### src/rtl/weight_bias_loader.sv
// rtl/weight_bias_loader.sv - streams one layer's weights and biases from parameter RAM to its neurons
// One start loads one layer: a read issue FSM followed by a two-stage registered data path.
module weight_bias_loader #(
  parameter int DATA_W = 16,
  parameter int ADDR_W = 16,
  parameter int CNT_W  = 16
) (
  input  logic              clk,
  input  logic              rst,
  input  logic              start,
  input  logic [31:0]       layer_num,
  input  logic [CNT_W-1:0]  num_neurons,
  input  logic [CNT_W-1:0]  num_weights,
  input  logic [ADDR_W-1:0] base_addr,
  input  logic              hold,
  output logic              mem_rd,
  output logic [ADDR_W-1:0] mem_addr,
  input  logic [DATA_W-1:0] mem_data,
  output logic              weightValid,
  output logic              biasValid,
  output logic [31:0]       weightValue,
  output logic [31:0]       biasValue,
  output logic [31:0]       config_layer_num,
  output logic [31:0]       config_neuron_num,
  output logic              busy,
  output logic              done
);

  typedef enum logic [1:0] {
    ST_IDLE,
    ST_ISSUE,
    ST_DRAIN,
    ST_DONE
  } state_t;

  state_t            state;
  logic [CNT_W-1:0]  n_lat;
  logic [CNT_W-1:0]  w_lat;
  logic [CNT_W-1:0]  k_idx;
  logic [CNT_W-1:0]  n_idx;
  logic [ADDR_W-1:0] addr;

  logic              rd_d1;
  logic              bias_d1;
  logic [CNT_W-1:0]  nrn_d1;

  logic              word_is_bias;
  logic              last_neuron;
  logic [31:0]       data_sext;

  // Words are contiguous (weights then bias per neuron), so the running
  // address is the n*(W+1)+k accumulator itself.
  assign mem_rd       = (state == ST_ISSUE) && !hold;
  assign mem_addr     = addr;
  assign word_is_bias = (k_idx == w_lat);
  assign last_neuron  = (n_idx == n_lat - CNT_W'(1));
  assign data_sext    = {{(32-DATA_W){mem_data[DATA_W-1]}}, mem_data};

  always_ff @(posedge clk) begin
    if (rst) begin
      state             <= ST_IDLE;
      n_lat             <= '0;
      w_lat             <= '0;
      k_idx             <= '0;
      n_idx             <= '0;
      addr              <= '0;
      rd_d1             <= 1'b0;
      bias_d1           <= 1'b0;
      nrn_d1            <= '0;
      weightValid       <= 1'b0;
      biasValid         <= 1'b0;
      weightValue       <= '0;
      biasValue         <= '0;
      config_layer_num  <= '0;
      config_neuron_num <= '0;
      busy              <= 1'b0;
      done              <= 1'b0;
    end else begin
      // Stage 1: remember what was read while the RAM produces the word.
      rd_d1   <= mem_rd;
      bias_d1 <= mem_rd && word_is_bias;
      nrn_d1  <= n_idx;

      // Stage 2: present the word; neurons cannot stall, so nothing gates this.
      weightValid <= rd_d1 && !bias_d1;
      biasValid   <= rd_d1 && bias_d1;
      weightValue <= (rd_d1 && !bias_d1) ? data_sext : 32'd0;
      biasValue   <= (rd_d1 && bias_d1) ? data_sext : 32'd0;
      if (rd_d1) begin
        config_neuron_num <= {{(32-CNT_W){1'b0}}, nrn_d1};
      end

      case (state)
        ST_IDLE: begin
          done <= 1'b0;
          if (start) begin
            n_lat            <= num_neurons;
            w_lat            <= num_weights;
            k_idx            <= '0;
            n_idx            <= '0;
            addr             <= base_addr;
            config_layer_num <= layer_num;
            busy             <= 1'b1;
            state            <= (num_neurons == '0) ? ST_DRAIN : ST_ISSUE;
          end
        end

        ST_ISSUE: begin
          if (!hold) begin
            addr <= addr + ADDR_W'(1);
            if (word_is_bias) begin
              k_idx <= '0;
              n_idx <= n_idx + CNT_W'(1);
              if (last_neuron) begin
                state <= ST_DRAIN;
              end
            end else begin
              k_idx <= k_idx + CNT_W'(1);
            end
          end
        end

        ST_DRAIN: begin
          // The final word is on the output stage when stage 1 empties.
          if (!rd_d1) begin
            done  <= 1'b1;
            busy  <= 1'b0;
            state <= ST_DONE;
          end
        end

        ST_DONE: begin
          done              <= 1'b0;
          addr              <= '0;
          k_idx             <= '0;
          n_idx             <= '0;
          config_layer_num  <= '0;
          config_neuron_num <= '0;
          state             <= ST_IDLE;
        end

        default: begin
          state <= ST_IDLE;
        end
      endcase
    end
  end

endmodule

### config.mk
export PLATFORM = sky130hd
export DESIGN_NAME = weight_bias_loader
export DESIGN_NICKNAME = d
export VERILOG_FILES = /design/src/rtl/weight_bias_loader.sv
export SDC_FILE = /design/constraint.sdc
export NUM_CORES = 1
export LEC_CHECK = 0
export BUFFER_PORTS_ARGS = -buffer_cell sky130_fd_sc_hd__buf_4
export CAP_MARGIN = 20
export CORE_MARGIN = 2
export CORE_UTILIZATION = 53
export CTS_BUF_LIST = sky130_fd_sc_hd__clkbuf_4 sky130_fd_sc_hd__clkbuf_8
export DETAILED_ROUTE_END_ITERATION = 12
export PLACE_DENSITY = 0.87
export SYNTH_ARGS = -nofsm -noshare
export SYNTH_HDL_FRONTEND = slang
export SYNTH_SLANG_ARGS = --single-unit
### constraint.sdc
create_clock -name clk -period 3.5 [get_ports clk]
set_input_delay 0.35 -clock clk [delete_from_list [all_inputs] [get_ports clk]]
set_output_delay 0.35 -clock clk [all_outputs]
set_load 0.05 [all_outputs]
=== Word-level counts from Yosys, hierarchy flattened ===
Cells that the tools add are included.

* Register bits after elaboration: 184
* Input port bits: 100
* Output and inout bits: 149
* Word-level logic and storage cells: 80

* Add/sub/neg operators: 4
* Equal/unequal tests: 10
* Multiplexer cells: 24
* Bitwise gates (word level): 2
* Reduce and logical (&&, ||, !) cells: 23

{| class="wikitable"
|+ Operator list
! operator !! number
|-
| $pmux W16 S3 || 3
|-
| $mux W16 || 7
|-
| $pmux W32 S2 || 1
|-
| $add A16 B1 Y16 const B || 3
|-
| $eq A16 B16 Y1 || 2
|-
| $mux W32 || 1
|-
| $logic_not A16 Y1 || 1
|-
| $sub A16 B1 Y16 const B || 1
|-
| $mux W2 || 6
|-
| $ne A2 B2 Y1 const B || 5
|-
| $pmux W2 S4 || 1
|-
| $reduce_or A2 Y1 || 4
|-
| $reduce_and A2 Y1 || 3
|-
| $reduce_and A3 Y1 || 2
|-
| $reduce_bool A2 Y1 || 3
|-
| $reduce_and A5 Y1 || 1
|-
| $eq A2 B2 Y1 const B || 2
|-
| $logic_and A1 B1 Y1 || 4
|-
| $pmux W1 S2 || 2
|-
| $reduce_and A4 Y1 || 1
|-
| $mux W1 || 3
|-
| $reduce_bool A3 Y1 || 1
|-
| $eq A2 B1 Y1 const B || 1
|-
| $logic_not A1 Y1 || 2
|-
| other kinds (2) || 3
|}

=== Depth between registers and ports, before layout ===
* Depth in word-level cells: 6
* Gate-level depth with buffers: 10
* Depth with buffers taken out: 9

=== Least setup slack after synthesis ===
Ideal clock, no wire load.

* Path type: register -> register
* Start point: register n_lat[0]
* End point: register state[1]
* Library setup time: 0.086 ns
* Data arrival time: 2.419 ns
* Setup slack: 0.996 ns
* Cell stages (with the launch flop): 10
* Path buffers: 0
* Cell sequence: dfxtp_1 inv_1 ha_1 o21ba_1 a221oi_1 a41oi_1 a2111o_1 or3_1 o311a_1 a211oi_1

* Word-level cells in the longest chain between the ends: 4

{| class="wikitable"
|+ Ends and longest elaborated chain
! item !! RTL line !! source
|-
| from (decl) || 37 || <nowiki>logic [CNT_W-1:0] n_lat;</nowiki>
|-
| from (signal assigned) || 97 || <nowiki>n_lat <= num_neurons;</nowiki>
|-
| $sub A16 B1 Y16 || 56 || <nowiki>assign last_neuron = (n_idx == n_lat - CNT_W'(1));</nowiki>
|-
| $eq A16 B16 Y1 || 56 ||
|-
| $ne A2 B2 Y1 (no source line) || - ||
|-
| $reduce_and A5 Y1 (no source line) || - ||
|-
| to (signal assigned) || 104 || <nowiki>state <= (num_neurons == '0) ? ST_DRAIN : ST_ISSUE;</nowiki>
|-
| to (decl) || 36 || <nowiki>state_t state;</nowiki>
|}

No other way between the ends.
A chain may end at the register's enable or synchronous reset.

=== Worst setup path in the final report ===
* Start point: register state[1]
* End point: output mem_rd

* Word-level cells in the longest chain between the ends: 2

{| class="wikitable"
|+ Ends and longest elaborated chain
! item !! RTL line !! source
|-
| $eq A2 B1 Y1 || 53 || <nowiki>assign mem_rd = (state == ST_ISSUE) && !hold;</nowiki>
|-
| $logic_and A1 B1 Y1 || 53 ||
|-
| to (decl) || 16 || <nowiki>output logic mem_rd,</nowiki>
|}

No other way between the ends.

==> impl_metrics.prom <==
# TYPE chip_impl_metric gauge
chip_impl_info{name="status",value="completed"} 1
chip_impl_metric{name="worst-path-buf-inv",unit=""} 4
chip_impl_metric{name="setup_total_negative_slack",unit="ns"} 0
chip_impl_info{name="cts_tree",value="built"} 1
chip_impl_metric{name="synth.distinct_cells",unit=""} 61
chip_impl_info{name="unrepaired_setup_endpoints_after_global_routing",value="no"} 1
chip_impl_metric{name="detail-route-antenna-nets",unit=""} 0
chip_impl_metric{name="power.density_cell_area",unit="mW/mm²"} 696.1
chip_impl_metric{name="synth.yosys.seq_area_share",unit=""} 0.4737
chip_impl_metric{name="route.met2.wl",unit="mm"} 9.061
chip_impl_info{name="timing.critical_path.max_delay_family",value="buffers and inverters"} 1
chip_impl_metric{name="tritoncts_num_sinks",unit=""} 184
chip_impl_metric{name="fillers",unit=""} 1143
chip_impl_metric{name="cts-htree-levels",unit=""} 4
chip_impl_metric{name="slew-limit-headroom",unit=""} 0.3403
chip_impl_metric{name="worst_slew_pin_slew",unit="ns"} 0.9859
chip_impl_metric{name="nets",unit=""} 1158
chip_impl_metric{name="fin_skew",unit="ns"} 0.01767
chip_impl_metric{name="die_w",unit="µm"} 125.1
chip_impl_metric{name="post_cts_hold_buffer_count",unit=""} 0
chip_impl_metric{name="route.detailed.drc",unit=""} 0
chip_impl_metric{name="dr_total_vias",unit=""} 6704
chip_impl_metric{name="synth-warning-count",unit=""} 0
chip_impl_metric{name="cts_repair_resize_count",unit=""} 0
chip_impl_metric{name="synth_top_area_frac",unit=""} 0.4737
chip_impl_metric{name="worst_skew_pair.late_latency",unit="ns"} 0.47
chip_impl_metric{name="hpwl",unit="mm"} 13.37
chip_impl_metric{name="worst-endpoint-arrival",unit="ns"} 2.39
chip_impl_metric{name="buffers_added_on_ports",unit=""} 232
chip_impl_metric{name="finalCoreUtilization",unit=""} 0.6814
chip_impl_info{name="synth.cells.most_frequent",value="184 x sky130_fd_sc_hd__dfxtp_1, 97 x sky130_fd_sc_hd__nand2_1, 77 x sky130_fd_sc_hd__nor2_1, 64 x sky130_fd_sc_hd__a21oi_1, 48 x sky130_fd_sc_hd__buf_4"} 1
chip_impl_info{name="crit_path_end_kind",value="primary output"} 1
chip_impl_metric{name="gr-usage-all-layers",unit=""} 0.2313
chip_impl_metric{name="timing.final.crit_share",unit=""} 0.7818
chip_impl_metric{name="detail_route.wirelength.met1",unit="mm"} 7.840
chip_impl_metric{name="final-setup-viol-count",unit=""} 0
chip_impl_metric{name="cts_bufs_inserted",unit=""} 17
chip_impl_metric{name="multi_input_comb_area",unit="mm²"} 0.003565
chip_impl_metric{name="die_h",unit="µm"} 125.1
chip_impl_metric{name="ant_diodes",unit=""} 0
chip_impl_metric{name="vdd.ir_drop.worst",unit="mV"} 0.5467
chip_impl_metric{name="syn-mean-instance-area",unit="µm²"} 8.938
chip_impl_metric{name="first_pass_grt_wire_length",unit="mm"} 29.97
chip_impl_metric{name="viasPerCell",unit=""} 5.376
chip_impl_info{name="hold_path_class",value="in -> reg"} 1
chip_impl_metric{name="setup.reg_to_reg.worst_slack",unit="ns"} 0.81
chip_impl_metric{name="antenna_violations_before_repair",unit=""} 0
chip_impl_info{name="netlist.top_cell.by_area",value="sky130_fd_sc_hd__dfxtp_1"} 1
chip_impl_info{name="yosysMostFrequentCell",value="sky130_fd_sc_hd__dfxtp_1"} 1
chip_impl_metric{name="slew_violations",unit=""} 0
chip_impl_metric{name="placedInstanceArea",unit="mm²"} 0.009355
chip_impl_metric{name="finalPower",unit="W"} 0.006841
chip_impl_info{name="routed.top_layer",value="met4"} 1
chip_impl_metric{name="final_hold_viol_count",unit=""} 0
chip_impl_metric{name="avgRoutedWirePerCell",unit="µm"} 14.71
chip_impl_metric{name="layout.area.seq",unit="mm²"} 0.003684
chip_impl_metric{name="area_growth_syn_to_layout",unit="%"} 26.39
chip_impl_metric{name="worstPathMaxFanout",unit=""} 24
chip_impl_metric{name="worst_hold_slack",unit="ns"} 0.08785
chip_impl_metric{name="detailroute.wirelength.met3",unit="mm"} 1.094
chip_impl_metric{name="postSynthCellCount",unit=""} 870
chip_impl_metric{name="initial_util",unit=""} 0.5391
chip_impl_metric{name="async_reset_ff_frac",unit=""} 0
chip_impl_info{name="criticalPathCategory",value="reg -> out"} 1
chip_impl_metric{name="cts.reportedPaths.clkPinSlew",unit="ns"} 0.10
chip_impl_metric{name="worstPathRequired",unit="ns"} 3.15
chip_impl_metric{name="fin_area",unit="mm²"} 0.009828
chip_impl_metric{name="pin_count",unit=""} 249
chip_impl_metric{name="global_route.overflow_total",unit=""} 0
chip_impl_metric{name="timing.fmax",unit="GHz"} 0.3655
chip_impl_metric{name="drv_cap",unit=""} 0
chip_impl_metric{name="synthesis.area",unit="mm²"} 0.007776
chip_impl_metric{name="crit_path_max_incr_delay",unit="ns"} 0.73
chip_impl_metric{name="grt_pass1_vias",unit=""} 6131
chip_impl_info{name="slowest_cp_cell",value="sky130_fd_sc_hd__ha_1"} 1
chip_impl_info{name="critical_path_cell_by_cell",value="inv_1 -> ha_1 -> inv_1 -> buf_4 -> nor2_1 -> buf_4"} 1
chip_impl_metric{name="period_minus_ws_final",unit="ns"} 2.736
chip_impl_metric{name="cts_max_path_buffers",unit=""} 2
chip_impl_metric{name="rows",unit=""} 44
chip_impl_metric{name="drt-total-wl",unit="mm"} 18.35
chip_impl_metric{name="place_congestion",unit=""} 0.9049
chip_impl_metric{name="postSynthRegisterBits",unit=""} 184
chip_impl_metric{name="floorplan.core_area",unit="mm²"} 0.01442
chip_impl_info{name="netlist_top_cells_area",value="sky130_fd_sc_hd__dfxtp_1 47%, sky130_fd_sc_hd__nand2_1 4.7%, sky130_fd_sc_hd__buf_4 4.6%"} 1
chip_impl_metric{name="post-cts-setup-buffers",unit=""} 0
chip_impl_metric{name="total_die_area",unit="mm²"} 0.01566
chip_impl_metric{name="maximum_number_of_pins_on_one_net_before_global_route_repair",unit=""} 47
chip_impl_metric{name="synth_enable_flop_cells",unit=""} 0
chip_impl_metric{name="post_route_cells_drive_above_1_share",unit=""} 0.2653
chip_impl_metric{name="detailedRoute.firstPassIterationCount",unit=""} 4
chip_impl_info{name="worstSetupStartpointType",value="flop"} 1
chip_impl_metric{name="p_leak",unit="nW"} 4.248
chip_impl_info{name="clock_root_buffer",value="sky130_fd_sc_hd__clkbuf_8"} 1
chip_impl_metric{name="drtIter0Drc",unit=""} 355
chip_impl_info{name="yosys_most_used_dff",value="sky130_fd_sc_hd__dfxtp_1"} 1
## cells by family (layout without fill, tap and decap cells)
group,Yosys count,count (layout),share of synthesized area
buffers and inverters,113,291,0.07868
DFF,184,184,0.4737
muxes,18,18,0.02317
and+or+nand+nor,324,324,0.2068
adders and majority gates,8,8,0.01287
other,1,16,0.0004822
AOI/OAI and AO/OA,167,167,0.1424
xor gates and xnor gates,55,55,0.06195
## registers in the layout, summed over array words and instances (netlist names), 16 cells and up
register,cells
n_lat,16
n_idx,16
k_idx,16
weightValue,16
nrn_d1,16
biasValue,16
config_layer_num,32
mem_addr,16
w_lat,16
config_neuron_num,16
## per-layer routing
metal | vias up | track usage
li1 | 3290 | -
met1 | 3156 | 0.2948
met2 | 233 | 0.3887
met3 | 25 | 0.05392
met4 | 0 | 0.07647
met5 | - | 0
## cells in the final DEF (no fill, tap or decap), drive strengths merged, types with 13 or more instances in the layout
master,count
xor2,35
clkbuf,17
conb,16
nor2b,16
nand2,97
o21ai,24
buf,241
a22o,32
nor3,17
nand3,15
nand4,13
inv,23
a21oi,64
xnor2,20
and2,35
nor2,77
dfxtp,184
mux2i,18
## where the power goes
group	internal [W]	leakage (nW)	switching (W)
Sequential	0.00235	1.50	0.000277
Clock	0.000866	0.231	0.000784
Combinational	0.000864	2.52	0.00170
Total	0.00408	4.25	0.00276
## worst paths after layout
| path | startpoint | endpoint | cells past startpoint |
|---|---|---|---|
| setup / recovery | state[1]$_SDFFE_PP0P_ | mem_rd | 6 |
| hold / removal | mem_data[1] | weightValue[1]$_SDFF_PP0_ | 2 |
| setup reg to reg | n_lat[0]$_SDFFE_PP0P_ | state[1]$_SDFFE_PP0P_ | 9 |
| hold reg to reg | w_lat[2]$_SDFFE_PP0P_ | w_lat[2]$_SDFFE_PP0P_ | 2 |
## stage by stage
stage / std cells / worst slack [ns]
finish: 1247 / 0.7639
global placement: 1215 / 0.9011
floorplan: 885 / 0.9956
detailed placement: 1215 / 0.8458
global route: 1247 / 0.5754
CTS: 1247 / 0.7555
## layout make-up
| type | count | area share |
|---|---|---|
| inverter | 18 | 0.006875 |
| timing repair buffer | 241 | 0.1841 |
| sequential | 184 | 0.3748 |
| clock buffer | 17 | 0.02381 |
| tap | 184 | 0.02342 |
| clock inverter | 15 | 0.02432 |
| multi-input combinational | 588 | 0.3627 |
No activity file was read; power rests on OpenSTA's default activity.
